File: src/rtl/decode_pkg.sv
`default_nettype none
// ============================================================================
// Package     : decode_pkg
// Description : Shared types for the Decode -> Execute handoff bundle.
// Revision    : 1.0 - initial release
// ============================================================================
package decode_pkg;

    localparam int DATA_WIDTH    = 18;
    localparam int VECTOR_SIZE   = 8;
    localparam int ADDRESS_WIDTH = 4;
    localparam int OPCODE_WIDTH  = 5;

    typedef struct packed {
        logic [OPCODE_WIDTH-1:0]                  opcode;
        logic [ADDRESS_WIDTH-1:0]                 rd;
        logic [ADDRESS_WIDTH-1:0]                 rs1;
        logic [ADDRESS_WIDTH-1:0]                 rs2;
        logic [DATA_WIDTH-1:0]                    s1;
        logic [DATA_WIDTH-1:0]                    s2;
        logic [DATA_WIDTH-1:0]                    imm;
        logic [VECTOR_SIZE-1:0][DATA_WIDTH-1:0]   v1;
        logic [VECTOR_SIZE-1:0][DATA_WIDTH-1:0]   v2;
    } decode_bundle_t;

    typedef enum logic [1:0] {
        EMPTY = 2'd0,
        ONE   = 2'd1,
        TWO   = 2'd2
    } buf_state_t;

endpackage
`default_nettype wire

File: src/rtl/decode_execute_buffer.sv
`default_nettype none
// ============================================================================
// Module      : decode_execute_buffer
// Description : Two-entry skid buffer between Decode and Execute with flush
//               and a saturating stall-cycle counter.
// Revision    : 1.0 - initial release
// ============================================================================
module decode_execute_buffer
    import decode_pkg::*;
#(
    parameter int STALL_CNT_W = 16
) (
    input  logic                    clock,
    input  logic                    reset,
    input  logic                    flush,
    input  logic                    in_valid,
    output logic                    in_ready,
    input  decode_bundle_t          in_bundle,
    output logic                    out_valid,
    input  logic                    out_ready,
    output decode_bundle_t          out_bundle,
    output logic [STALL_CNT_W-1:0]  stall_cycles
);

    buf_state_t                 r_state;
    buf_state_t                 w_state_nxt;
    decode_bundle_t             r_main;
    decode_bundle_t             r_skid;
    logic [STALL_CNT_W-1:0]     r_stall;

    logic                       w_in_fire;
    logic                       w_out_fire;
    logic                       w_load_main_in;
    logic                       w_load_main_skid;
    logic                       w_load_skid;

    // Ready is a pure decode of registered state, so Execute back-pressure
    // never reaches Decode combinationally.
    assign in_ready     = (r_state != TWO);
    assign out_valid    = (r_state != EMPTY);
    assign out_bundle   = r_main;
    assign stall_cycles = r_stall;

    assign w_in_fire  = in_valid & in_ready;
    assign w_out_fire = out_valid & out_ready;

    always_comb begin
        w_state_nxt      = r_state;
        w_load_main_in   = 1'b0;
        w_load_main_skid = 1'b0;
        w_load_skid      = 1'b0;
        case (r_state)
            EMPTY: begin
                if (w_in_fire) begin
                    w_state_nxt    = ONE;
                    w_load_main_in = 1'b1;
                end
            end
            ONE: begin
                if (w_in_fire && w_out_fire) begin
                    w_load_main_in = 1'b1;
                end else if (w_in_fire) begin
                    w_state_nxt = TWO;
                    w_load_skid = 1'b1;
                end else if (w_out_fire) begin
                    w_state_nxt = EMPTY;
                end
            end
            TWO: begin
                if (w_out_fire) begin
                    w_state_nxt      = ONE;
                    w_load_main_skid = 1'b1;
                end
            end
            default: w_state_nxt = EMPTY;
        endcase
        // Flush only drops validity; payload flops keep whatever they hold.
        if (flush) begin
            w_state_nxt      = EMPTY;
            w_load_main_in   = 1'b0;
            w_load_main_skid = 1'b0;
            w_load_skid      = 1'b0;
        end
    end

    always_ff @(posedge clock or negedge reset) begin
        if (!reset) begin
            r_state <= EMPTY;
            r_main  <= '0;
            r_skid  <= '0;
            r_stall <= '0;
        end else begin
            r_state <= w_state_nxt;
            if (w_load_main_in) begin
                r_main <= in_bundle;
            end else if (w_load_main_skid) begin
                r_main <= r_skid;
            end
            if (w_load_skid) begin
                r_skid <= in_bundle;
            end
            if (out_valid && !out_ready && (r_stall != '1)) begin
                r_stall <= r_stall + STALL_CNT_W'(1);
            end
        end
    end

endmodule
`default_nettype wire

File: config.mk
export PLATFORM = sky130hd
export DESIGN_NAME = decode_execute_buffer
export DESIGN_NICKNAME = d
export VERILOG_FILES = /design/src/rtl/decode_pkg.sv /design/src/rtl/decode_execute_buffer.sv
export SDC_FILE = /design/constraint.sdc
export NUM_CORES = 1
export LEC_CHECK = 0
export CAP_MARGIN = 0
export CORE_ASPECT_RATIO = 0.6
export CORE_UTILIZATION = 35
export DETAILED_ROUTE_END_ITERATION = 10
export PLACE_DENSITY_LB_ADDON = 0.1
export RECOVER_POWER = 100
export SLEW_MARGIN = 20
export SYNTH_ARGS = -nofsm -noshare
export SYNTH_HDL_FRONTEND = slang
export SYNTH_SLANG_ARGS = --single-unit
File: constraint.sdc
create_clock -name clock -period 3.6 [get_ports clock]
set_input_delay 0.72 -clock clock [delete_from_list [all_inputs] [get_ports clock]]
set_output_delay 0.72 -clock clock [all_outputs]
set_load 0.02 [all_outputs]
# Word level (Yosys, flattened, before mapping)
# Index checks and enable logic that the tools add are counted.
# word_totals
mem_bits_rw,0
mem_count,0
romBits,0
ff_bits,736
latch_bits,0
input_bits,364
# classes
bitwise_logic,2
n_div,0
n_addsub,1
muxes,19
mul,0
n_eq_ne,8
n_shift,0
n_reduce_logical,8
order_cmp,0
# ops
cell,count
2-to-1 mux 359 bit,2
adder 16 x 1 -> 16 bit (second input constant),1
!= test 16 bit (second input constant),1
2-to-1 mux 2 bit,6
2-to-1 mux 1 bit,9
!= test 3 bit (second input constant),3
one-hot mux 2 bit (3 select lines),1
!= test 4 bit (second input constant),1
AND reduction 4 bit,1
nonzero test 2 bit,2
logical AND 1 bit,3
AND 1 bit,2
== test 2 x 1 -> 1 bit (second input constant),1
== test 2 bit (second input constant),1
logical NOT 2 bit,1
!= test 2 bit (second input constant),1
one-hot mux 1 bit (2 select lines),1
logical NOT 1 bit,1

# Longest topological paths before layout
# logic_depth
word_depth,7
mapped_depth,8

# Worst setup path before layout
# Ideal clock, no wire load.
# synth_path
path_kind,flip-flop to flip-flop
from,register r_stall[0] (netlist: stall_cycles[0])
to,register r_stall[2] (netlist: stall_cycles[2])
stages_incl_launch_ff,6
synth_period_minus_slack_ns,1.925
arrival_ns,1.792
path_buffers,0
setup_slack_ns,1.675
path_cell_list,dfrtp_1 -> ha_1 -> nand3_1 -> or4_4 -> and3_1 -> xor2_1
# synth_via
elab_chain_cells,2
word_cells_on_any_way,3
# synth_lines
item,line_no,source
start: declaration,decode_execute_buffer.sv:29,logic [STALL_CNT_W-1:0] r_stall;
start signal: assignment,decode_execute_buffer.sv:103,r_stall <= r_stall + STALL_CNT_W'(1);
"parallel branches: the longest is 2 deep, another holds adder 16 x 1 -> 16 bit",-,
# Parallel ways; which one is timed is not known.
# A chain may end at the register's enable or synchronous reset.

# Worst setup path after layout
# layout_path
from,input out_ready
to,"register r_main, in the netlist out_bundle[84]"
# layout_via
elab_chain_cells,6
word_cells_on_any_way,10
# layout_lines
item,line_no,source
start: declaration,decode_execute_buffer.sv:20,"input logic out_ready,"
AND 1 bit (*),decode_execute_buffer.sv:45,assign w_out_fire = out_valid & out_ready;
logical AND 1 bit,decode_execute_buffer.sv:60,if (w_in_fire && w_out_fire) begin
2-to-1 mux 1 bit,decode_execute_buffer.sv:60,
one-hot mux 1 bit (2 select lines),decode_execute_buffer.sv:52,case (r_state)
2-to-1 mux 1 bit,decode_execute_buffer.sv:78,if (flush) begin
2-to-1 mux 359 bit or nonzero test 2 bit (tied branches),-,
end signal: assignment,decode_execute_buffer.sv:95,r_main <= in_bundle;
end signal: assignment,decode_execute_buffer.sv:97,r_main <= r_skid;
end: declaration,decode_execute_buffer.sv:27,decode_bundle_t r_main;
# Mark *: on every way between the ends. The rest lies on a longest branch, timed or not.

==> impl_summary.txt <==
----------------------------------------------------
[Outcome]
  Outcome ... finished, violations left
  Violations in the final reports ... capacitance limit, slew limit

[Clocking]
  CTS max path bufs ... 3
  Clock latency reported for the late side of the worst-skew pair ... about 0.63 ns
  Number of buffers inserted for hold repair after clock tree synthesis ... 0
  Post-cts gate resize count ... 0
  Register clock-pin slew on the reported worst setup and hold paths ... 0.07 ns
  TritonCTS clock tree ... done
  Total clock sinks ... about 740
  CTS Buf Count ... 75
  Level count of the clock H-tree ... 3
  Clock tree root driver cell ... clkbuf_16
  Buffers inserted during post-CTS setup optimization ... 0

[Floorplanning]
  Placeable core region ... between 0.08 and 0.09 mm^2
  Die footprint ... between 0.08 and 0.09 mm^2
  Die extent in y ... about 230 um
  Die width ... ~380 um
  Total number of placement rows ... just over 80
  I/O Pins ... between 700 and 800
  Initial core utilization ... between 30 and 40%

[Pwr]
  Largest vdd supply drop ... around 0.31 mV
  Areal power density over the cells ... 598 mW/mm^2
  Clock share of power ... 33.3%
  Proportion of power drawn by flip-flops and latches ... approximately 45%
  Switching pwr ... 6.84 mW
  Internal portion of total power ... 17.7 mW
  Combinational Power Share ... 21.3%
  Leakage power total ... slightly below 20 nW
  Net switching fraction of the power ... about 28%

[Yosys]
  Top FF cell, synth ... dfrtp_1
  Share of synthesized area occupied by flip-flops and latches ... between 60% and 70%
  Mean area per synthesized cell ... approximately 14 um^2
  EDFF count, synth ... 0
  Post-synthesis instance total ... approximately 2100
  Fraction of registers with async set/reset ... 100%
  Synth Register Bits ... approximately 740
  Post-synthesis cell area ... approximately 0.03 mm^2
  Net count of the mapped netlist ... approximately 2500
  Number of distinct library cell variants in the gate-level netlist after synthesis ... 37
  Synthesis warning total ... 0

[Worst setup path]
  Highest cell delay on the worst timing path ... 0.85 ns
  Crit end category ... flip-flop
  Internal reg-to-reg setup slack ... 0.88 ns
  Crit. Startpoint ... out_ready
  Maximum fanout along the worst path ... slightly above 80
  Master of the slowest instance on the critical path ... clkbuf_4
  Worst endpoint required time ... 4.17 ns
  Number of cells on the worst reg-to-reg path ... 6
  Gate family responsible for the most delay along the worst path ... buffers and inverters
  Capturing point of the worst reg2reg path ... out_bundle[84]
  Crit path to ... out_bundle[84]
  Crit path buffers/inverters ... 3
  R2R Path Start ... r_state[0]
  CP Data Arrival Time ... between 3 and 4 ns
  Ordered list of cells on the worst path ... dlygate4sd3_1, nor2b_1, nor3_1, buf_4, clkbuf_4, a22o_1, a21o_1
  Total stage count of the critical path ... 7
  Nature of the critical path startpoint ... input port
  CP Class ... in -> reg

[Placement]
  Global placement routability congestion ... between 0.8 and 0.9
  Worst slack at placement ... about 0.57 ns
  DP Wirelength ... between 50000 and 60000 um
  Total of buffers placed on input and output ports ... 740

[Routing]
  Aggregate routed wire length ... about 90000 um
  Average wire length per cell after detail routing ... 21.6 um
  First-pass iteration count of the detailed router ... 5
  Routed Antenna Nets ... 0
  Number of DRC markers in iteration 0 ... between 1000 and 1500
  DRC violation count after routing ... 0
  Total vias in the final route ... ~21000
  Per-cell via count in the routed design ... 5.06

[STA]
  Unrepaired setup endpoints after global routing ... false
  Post-layout minimum cycle time ... between 3 and 4 ns
  Rel. slew slack ... -37.1%
  Final setup violation count ... 0
  Max-slew violation count ... between 200 and 300
  Transition time at the pin with the least slew margin ... ~2 ns
  Final-report hold violation count ... 0
  Fraction of the cycle the final worst path needs ... a little over four fifths
  Setup skew after layout ... 0.0210 ns
  Setup TNS after final layout ... 0 ns
  Post-layout worst setup margin ... 0.542 ns
  Max frequency ... 327 MHz

[Job]
  Reported max-cap violation count ... 7

[GRT]
  Wire length of the first global-routing pass ... 134000 um
  Total overflow reported by the global router ... 0
  Pin count of the biggest net entering global routing ... roughly 110
  GRT Total Usage ... 20.1%
  Number of global-route vias before repair ... ~22000
  Number of antenna violations at the first check in global routing ... 29

[Final layout]
  Final core utilization ... about 49%
  Post-synthesis to final-layout area growth ... 37.6%
  Ratio of cells with drive above 1 in the final layout ... a little under a fifth
  Final layout net count ... 3217
  Most common cell after layout, fill and taps aside ... dfrtp_1
  Most frequent cells in the layout ... dfrtp_1 (736), dlygate4sd3_1 (379), mux2_2 (362)
  Count of filler cells inserted in the layout ... between 7000 and 8000

[Hold path]
  Path category of the worst min-delay check ... in -> async

----------------------------------------------------
## power by group through the flow
stage / Sequential (mW) / Combinational, mW / Clock (mW)
floorplan: 12.0 / 1.98 / 0
global placement: 11.2 / 5.50 / 0
detailed placement: 11.3 / 5.62 / 0
CTS: 11.2 / 5.63 / 8.45
global route: 11.4 / 5.61 / 8.76
finish: 11.2 / 5.24 / 8.19
## state kept, by name, indices dropped and copies added, names as in the netlist
register and count:
stall_cycles 16, r_skid 359, out_bundle 359, r_state 2
## cells by family after synthesis
group           Yosys count  share of synthesized area [%]
mux                     443                           16.3
buf+inv                 158                           3.00
flops                   736                           61.6
simple gates            130                           2.00
xor+xnor                 13                          0.381
fa+ha+maj                 1                         0.0418
compound gates          643                           16.6
## through the flow
step	instances	cell area (um^2)	hold WS, ns	total power, mW
final	4057	41100	0.0811	24.6
after global routing	4052	41100	0.0979	25.8
after CTS	4043	41400	0.117	25.3
after detailed placement	3909	38800	0.464	16.9
after global placement	3909	38800	0.457	16.7
after floorplan	2124	29900	0.424	14.0
## Yosys cell counts (all sizes together) (2+ instances only)
master  number  area share (%)
xnor2        7            0.21
a21o       279             7.0
nand3        4           0.067
mux2i       81             2.7
a22o       279             8.2
xor2         6            0.18
nor2b        3           0.071
o21ai       81             1.4
clkbuf      18            0.23
nand2       87             1.1
buf        139             2.8
nand4        8            0.17
mux2       362              14
nor2        10            0.15
nand2b       2           0.042
dfrtp      736              62
nor3         5            0.12
and3         3           0.063
nor4         2           0.042
## worst min path at each step
stage                       to  slack (ns)  cells past startpoint
5_1_grt            r_skid[107]         0.1                      1
2_1_floorplan    out_bundle[0]        0.42                      0
3_3_place_gp   out_bundle[290]        0.46                      1
6_report           r_skid[107]        0.08                      1
3_5_place_dp    out_bundle[36]        0.46                      1
4_1_cts            r_skid[107]        0.12                      1
## metal layers
layer,vias up,global-route usage [%],wire (um)
met1,10530,23.6,34400
met2,496,33.7,43900
met4,26,7.47,2820
met5,-,0,158
met3,175,6.85,6310
li1,9292,-,-
## cell type report
| cell class | instances | area (um^2) | share of cell area, % |
|---|---|---|---|
| sequential | 736 | 18400 | 44.8 |
| multi-input combinational | 1230 | 10600 | 25.7 |
| timing repair buffer | 808 | 8110 | 19.7 |
| clock buffer | 107 | 2240 | 5.45 |
| tap | 1134 | 1420 | 3.45 |
| clock inverter | 27 | 333 | 0.809 |
| antenna | 14 | 35.0 | 0.0852 |
| inverter | 1 | 3.75 | 0.00912 |
(Power assumes the default switching activity.)
